`src/rtl/arith_pkg.sv`:
```
// Shared arithmetic-library definitions: FSM state encoding for the
// bit-serial units and the default operand width.
package arith_pkg;

    localparam int DEFAULT_WIDTH = 8;

    typedef enum logic [1:0] {
        ST_IDLE = 2'd0,
        ST_RUN  = 2'd1,
        ST_DONE = 2'd2
    } state_t;

endpackage

```
`src/rtl/full_subtractor.sv`:
```
// Single-bit full subtractor cell: d = a - b - bin, with borrow-out.
// Purely combinational; sibling of the library full adder.
module full_subtractor (
    input  logic a,
    input  logic b,
    input  logic bin,
    output logic d,
    output logic bout
);

    // Difference bit and borrow-out of one bit position.
    always_comb begin
        d    = a ^ b ^ bin;
        bout = (~a & b) | (~(a ^ b) & bin);
    end

endmodule

```
`src/rtl/serial_subtractor.sv`:
```
// Bit-serial subtractor: diff = a - b - bin over WIDTH cycles, LSB first.
// One full_subtractor evaluation per cycle; the borrow is carried between
// cycles in a flop. start/busy/done handshake to a controlling FSM.
// Optional macro SERSUB_OVF_EN adds a signed-overflow output 'ovf'.
module serial_subtractor
    import arith_pkg::*;
#(
    parameter int WIDTH = DEFAULT_WIDTH
) (
    input  logic             clk,
    input  logic             rst,
    input  logic             start,
    input  logic [WIDTH-1:0] a,
    input  logic [WIDTH-1:0] b,
    input  logic             bin,
    output logic             busy,
    output logic             done,
    output logic [WIDTH-1:0] diff,
    output logic             bout
`ifdef SERSUB_OVF_EN
    ,
    output logic             ovf
`endif
);

    localparam int CNT_W = $clog2(WIDTH);
    localparam logic [CNT_W-1:0] LAST_CNT = CNT_W'(WIDTH - 1);

    state_t state_reg;
    state_t state_next;

    logic [WIDTH-1:0] a_sh_reg;
    logic [WIDTH-1:0] b_sh_reg;
    logic [WIDTH-1:0] diff_reg;
    logic [CNT_W-1:0] cnt_reg;
    logic             bw_reg;
    logic             bout_reg;

    logic load;
    logic last;
    logic d_bit;
    logic bo_bit;

`ifdef SERSUB_OVF_EN
    logic a_msb_reg;
    logic b_msb_reg;
    logic ovf_reg;
`endif

    // The one bit cell, fed from the operand LSBs and the running borrow.
    full_subtractor u_fs (
        .a    (a_sh_reg[0]),
        .b    (b_sh_reg[0]),
        .bin  (bw_reg),
        .d    (d_bit),
        .bout (bo_bit)
    );

    // State register.
    always_ff @(posedge clk or posedge rst) begin
        if (rst) begin
            state_reg <= ST_IDLE;
        end else begin
            state_reg <= state_next;
        end
    end

    // Next-state logic and Moore outputs; start is only looked at in IDLE.
    always_comb begin
        state_next = state_reg;
        busy       = 1'b0;
        done       = 1'b0;
        load       = 1'b0;
        last       = 1'b0;
        case (state_reg)
            ST_IDLE: begin
                if (start) begin
                    load       = 1'b1;
                    state_next = ST_RUN;
                end
            end
            ST_RUN: begin
                busy = 1'b1;
                if (cnt_reg == LAST_CNT) begin
                    last       = 1'b1;
                    state_next = ST_DONE;
                end
            end
            ST_DONE: begin
                busy       = 1'b1;
                done       = 1'b1;
                state_next = ST_IDLE;
            end
            default: begin
                state_next = ST_IDLE;
            end
        endcase
    end

    // Datapath: capture on accepted start, shift one bit per RUN cycle.
    // diff is deliberately not cleared at start; it is overwritten bit by bit.
    always_ff @(posedge clk or posedge rst) begin
        if (rst) begin
            a_sh_reg <= '0;
            b_sh_reg <= '0;
            diff_reg <= '0;
            cnt_reg  <= '0;
            bw_reg   <= 1'b0;
            bout_reg <= 1'b0;
        end else if (load) begin
            a_sh_reg <= a;
            b_sh_reg <= b;
            bw_reg   <= bin;
            cnt_reg  <= '0;
        end else if (state_reg == ST_RUN) begin
            a_sh_reg <= a_sh_reg >> 1;
            b_sh_reg <= b_sh_reg >> 1;
            diff_reg <= {d_bit, diff_reg[WIDTH-1:1]};
            bw_reg   <= bo_bit;
            if (last) begin
                bout_reg <= bo_bit;
            end else begin
                cnt_reg <= cnt_reg + CNT_W'(1);
            end
        end
    end

`ifdef SERSUB_OVF_EN
    // Signed overflow from the captured operand MSBs and the final diff MSB,
    // which is the bit produced on the last RUN cycle.
    always_ff @(posedge clk or posedge rst) begin
        if (rst) begin
            a_msb_reg <= 1'b0;
            b_msb_reg <= 1'b0;
            ovf_reg   <= 1'b0;
        end else if (load) begin
            a_msb_reg <= a[WIDTH-1];
            b_msb_reg <= b[WIDTH-1];
        end else if (last) begin
            ovf_reg <= (a_msb_reg != b_msb_reg) && (d_bit != a_msb_reg);
        end
    end

    assign ovf = ovf_reg;
`endif

    assign diff = diff_reg;
    assign bout = bout_reg;

endmodule

```
`config.mk`:
```
export PLATFORM = sky130hd
export DESIGN_NAME = serial_subtractor
export DESIGN_NICKNAME = d
export VERILOG_FILES = /design/src/rtl/arith_pkg.sv /design/src/rtl/full_subtractor.sv /design/src/rtl/serial_subtractor.sv
export SDC_FILE = /design/constraint.sdc
export NUM_CORES = 1
export LEC_CHECK = 0
export CAP_MARGIN = 10
export CELL_PAD_IN_SITES_DETAIL_PLACEMENT = 0
export CELL_PAD_IN_SITES_GLOBAL_PLACEMENT = 1
export CORE_UTILIZATION = 42
export DETAILED_ROUTE_END_ITERATION = 7
export PLACE_DENSITY_LB_ADDON = 0.1
export SETUP_SLACK_MARGIN = 0.1
export SYNTH_ARGS = -nofsm -noshare
export SYNTH_HDL_FRONTEND = slang
export SYNTH_SLANG_ARGS = --single-unit
```
`constraint.sdc`:
```
create_clock -name clk -period 2.6 [get_ports clk]
set_input_delay 0.52 -clock clk [delete_from_list [all_inputs] [get_ports clk]]
set_output_delay 0.52 -clock clk [all_outputs]
set_load 0.02 [all_outputs]
```
======== Word-level counts from Yosys, hierarchy flattened ========
Index checks and enable logic that the tools add are counted.
W data, S select, Z words.
word-level totals
  register bits ........................... 31
  input bits .............................. 20
  logic and storage cells ................. 47
cells by class
  add/subtract/negate cells ............... 1
  equal/unequal tests ..................... 6
  multiplexer cells ....................... 18
  bitwise logic cells ..................... 8
  reductions and logical operators ........ 7
operator list
  kind                   count
  $mux W8                4
  $mux W3                3
  $mux W1                8
  $ne A2 B2 Y1 const B   3
  $reduce_and A2 Y1      3
  $mux W2                2
  $pmux W2 S2            1
  $add A3 B1 Y3 const B  1
  $eq A3 B3 Y1 const B   1
  $not A1 Y1             3
  $reduce_and A3 Y1      1
  $and A1 B1 Y1          2
  $eq A2 B1 Y1 const B   1
  $eq A2 B2 Y1 const B   1
  $logic_not A2 Y1       1
  $reduce_bool A2 Y1     1
  $reduce_or A2 Y1       1
  $xor A1 B1 Y1          2
  $or A1 B1 Y1           1

======== Depth between registers and ports, before layout ========
Gate-level depths: netlist of run 1.
  depth after elaboration ................. 6
  mapped depth ............................ 7

======== Modules after synthesis ========
Synthesis of run 1 repeated with hierarchy kept, for this count alone.
second synthesis, totals
  cells, all modules ...................... 126
  area total of the unflattened synthesis .. 1491.4 um2
modules (own cells, without submodules)
  module             times used  cells an instance  area each (um2)
  serial_subtractor  1           122                1460.2
  full_subtractor    1           4                  31.3

======== Worst setup path before layout of run 1 ========
Ideal clock, no wire load.
  path type ............................... reg2reg
  from .................................... register state_reg[1]
  to ...................................... register state_reg[0]
  setup time .............................. 0.125 ns
  arrival ................................. 1.365 ns
  setup slack ............................. 1.110 ns
  stages on the path, launching flop included .. 7
  clock period less this slack ............ 1.490 ns
  cell sequence ........................... dfrtp_1 > inv_1 > ha_1 > buf_6 > and2b_4 > a21oi_4 > mux2_4
between the ends
  cells in the longest elaborated chain, start to end .. 3
RTL lines
  item                                              line                     RTL
  from (decl)                                       serial_subtractor.sv:29  state_t state_reg;
  from (signal assigned)                            serial_subtractor.sv:64  state_reg <= state_next;
  $eq A2 B1 Y1 or $logic_not A2 Y1 (tied branches)  serial_subtractor.sv:75  case (state_reg)
  $ne A2 B2 Y1 (no line)                            --
  $reduce_and A2 Y1 (no line)                       --
Parallel ways exist; a longest one is shown, timed or not.
A chain may end at the register's enable or synchronous reset.

======== Final worst setup path of run 1 ========
  from .................................... register state_reg[0]
  to ...................................... output port busy
between the ends
  cells in the longest elaborated chain, start to end .. 3
RTL lines
  item                                          line                     RTL
  $eq A2 B1 Y1 or $eq A2 B2 Y1 (tied branches)  serial_subtractor.sv:75
  $reduce_or A2 Y1 (no line) *                  --
  $mux W1 *                                     serial_subtractor.sv:75
  to (decl)                                     serial_subtractor.sv:16  output logic busy,
Every way passes the cells marked *; elsewhere a longest branch is shown, timed or not.

==> flow_summary_export.csv, run 1 <==
group,metric,value,unit
outcome,outcome,"finished clean",
floorplanning,die_area,3770,sq um
finish,final_common_cell,"dfrtp_1",
finish,drive_above_1_share,13.8,%
detailed_routing,post_drt_wl_per_cell,12.4,um
timing,finalSetupViolations,0,
critical_path,path_class,"flop to primary output",
global_routing,grt_pass1_vias,981,
finish,fin_nets,186,
synth,synth.yosys.seq_area_share,52.3,%
cts,clk_latency,0.32,ns
critical_path,rr_endpoint,"a_sh_reg[7]",
cts,root_buffer,"clkbuf_4",
global_routing,grt_max_degree,32,
critical_path,cp-end-kind,"primary output",
timing,slew_headroom,72.0,%
detailed_routing,drc,0,
global_routing,grt_overflow,0,
global_routing,grt_pass1_wl,4.26,mm
place,port_buffers,30,
cts,clk_pin_slew,0.09,ns
synth,avgSynthCellArea,11.9,sq um
synth,synth_cell_type_count,19,
synth,syn_nets,153,
detailed_routing,dr.first_iter.drc_count,21,
critical_path,crit_family,"buffers and inverters",
synth,syn_inst,125,
timing,layout_min_cycle_time,2.24,ns
floorplanning,die_h,61.4,um
finish,syn2layout_area_growth,25.2,%
timing,final-hold-violation-count,0,
power_and_ir_drop,power,2.25,mW
floorplanning,initial_core_util,44.1,%
floorplanning,io_pins,31,
critical_path,r2r-start,"state_reg[0]",
critical_path,critPathArrivalTime,1.72,ns
synth,ys_ff_latch,31,
finish,layout_common_cells,"dfrtp_1 (31), clkdlybuf4s50_1 (30), nand2_1 (18), o21ai_1 (18), mux2i_1 (16)",
synth,netlist.area_leader.share,52.3,%
place,place_congestion,0.667,
cts,clock-sinks,31,
floorplanning,fp-row-count,21,
detailed_routing,viasPerCell,4.80,
critical_path,rr_worst_depth,6,
timing,worst_pin_slew,0.419,ns
global_routing,antenna_found_initial,0,
timing,max_freq,446,MHz
cts,cts_made_buffers,5,
critical_path,path_buf_inv,2,
power_and_ir_drop,p_per_area,1210,nW/um^2
critical_path,rrSetupSlack,0.81,ns
global_routing,track_usage,16.0,%
place,dp_hpwl,1.86,mm
cts,htreeDepth,2,
floorplanning,die_w,61.4,um
synth,ys_warn_count,0,
cts,ctsHoldBuffers,0,
timing,skew,0.00674,ns
worst_hold_path,worstHoldStart,"diff[0]",
timing,rsz0062_at_grt,"no",
cts,cts_resized,0,
detailed_routing,num_vias,983,
job,cap_viol_max_count,0,
timing,final_max_slew_viol_count,0,
synth,yosys.area.top_type,"dfrtp_1",
critical_path,critPathMaxFanout,4,
cts,post_cts_buffers,0,
detailed_routing,antenna_left,0,
floorplanning,coreArea,3360,sq um
critical_path,critPathMaxStageDelay,0.60,ns
critical_path,crit_path_cell_trace,"inv_1 -> ha_1 -> clkdlybuf4s50_1",
power_and_ir_drop,ir_worst_vdd,521,uV
finish,diodes,0,
worst_hold_path,holdCritPathClass,"flop to flop",
cts,cts_buffer_depth,2,
worst_hold_path,hold_end,"diff[0]",
critical_path,start_kind,"flop",
timing,setup-tns-final,0,ns
cts,cts_tree,"yes",
timing,fin_hold_ws,0.521,ns
power_and_ir_drop,p_leak,0.820,nW
critical_path,worstPathRequired,2.08,ns
synth,synth.area.top_cells,"dfrtp_1 (52%), mux2i_1 (11%), mux2_2 (6.8%)",
worst_hold_path,hold_path_depth,1,
detailed_routing,dr.pass1.iters,4,
critical_path,slowest_stage,"clkdlybuf4s50_1",
synth,synth_area,1480,sq um
timing,finalCritPeriodShare,86.2,%
detailed_routing,drt_wl_total,2.54,mm
==> per-layer routing <==
layer | track usage, % | wire length (um) | up-vias
li1 | - | - | 487
met1 | 18.7 | 1110 | 469
met2 | 27.3 | 1280 | 23
met3 | 5.67 | 120 | 4
met4 | 5.71 | 27 | 0
met5 | 0 | 0 | -
==> synth_stat cells (all sizes together) <==
cell,count
a21oi,1
and2,1
and2b,1
buf,7
dfrtp,31
fa,1
ha,7
inv,6
mux2,11
mux2i,16
nand2,18
nand2b,2
nor2,3
o21ai,18
o31ai,1
xnor2,1
==> area by class of cell <==
class                           instances  area, sq um
Clock buffer                            7         45.0
Clock inverter                          1         5.00
Fill cell                             334         1510
Inverter                                6         22.5
Multi-Input combinational cell         81          629
Sequential cell                        31          776
Tap cell                               46         57.6
Timing Repair Buffer                   33          323
==> metrics by stage <==
step                setup slack [ns]  utilization (%)  cell area (sq um)  cells
floorplan                       1.11                -               1480    125
global placement               0.638             53.8               1810    197
detailed placement             0.591             53.8               1810    197
CTS                            0.335             55.2               1860    205
global route                   0.248             55.2               1860    205
finish                         0.359             55.2               1860    205
==> worst max-delay path by stage <==
stage	start	end	slack [ns]	cells past startpoint
2_1_floorplan	state_reg[1]	state_reg[0]	1.11	6
4_1_cts	state_reg[0]	busy	0.34	3
6_report	state_reg[0]	busy	0.36	3
3_5_place_dp	start	b_sh_reg[0]	0.59	5
5_1_grt	state_reg[0]	busy	0.25	3
3_3_place_gp	start	b_sh_reg[0]	0.64	4
==> report_power, final <==
group	switching [mW]	leakage, nW	internal [mW]
Sequential	0.141	0.381	0.717
Combinational	0.542	0.409	0.592
Clock	0.151	0.0293	0.105
Total	0.834	0.820	1.41
==> logic make-up (layout without fill, tap and decap cells) <==
family | after synthesis | in the layout | share of synthesized area, %
DFF | 31 | 31 | 52.3
muxes | 27 | 27 | 19.6
and+or+nand+nor | 25 | 25 | 7.25
xor gates and xnor gates | 1 | 1 | 0.590
AOI/OAI and AO/OA | 20 | 20 | 7.67
adders and majority gates | 8 | 8 | 7.25
buffers and inverters | 13 | 47 | 5.31
Note: power is estimated with default switching activity, not from simulation.
==> run 2: changes to the inputs <==
- GPL_ROUTABILITY_DRIVEN: default -> 0
==> results of run 2 <==
Same layout as run 1: the final DEF is identical, and so are final timing and power.
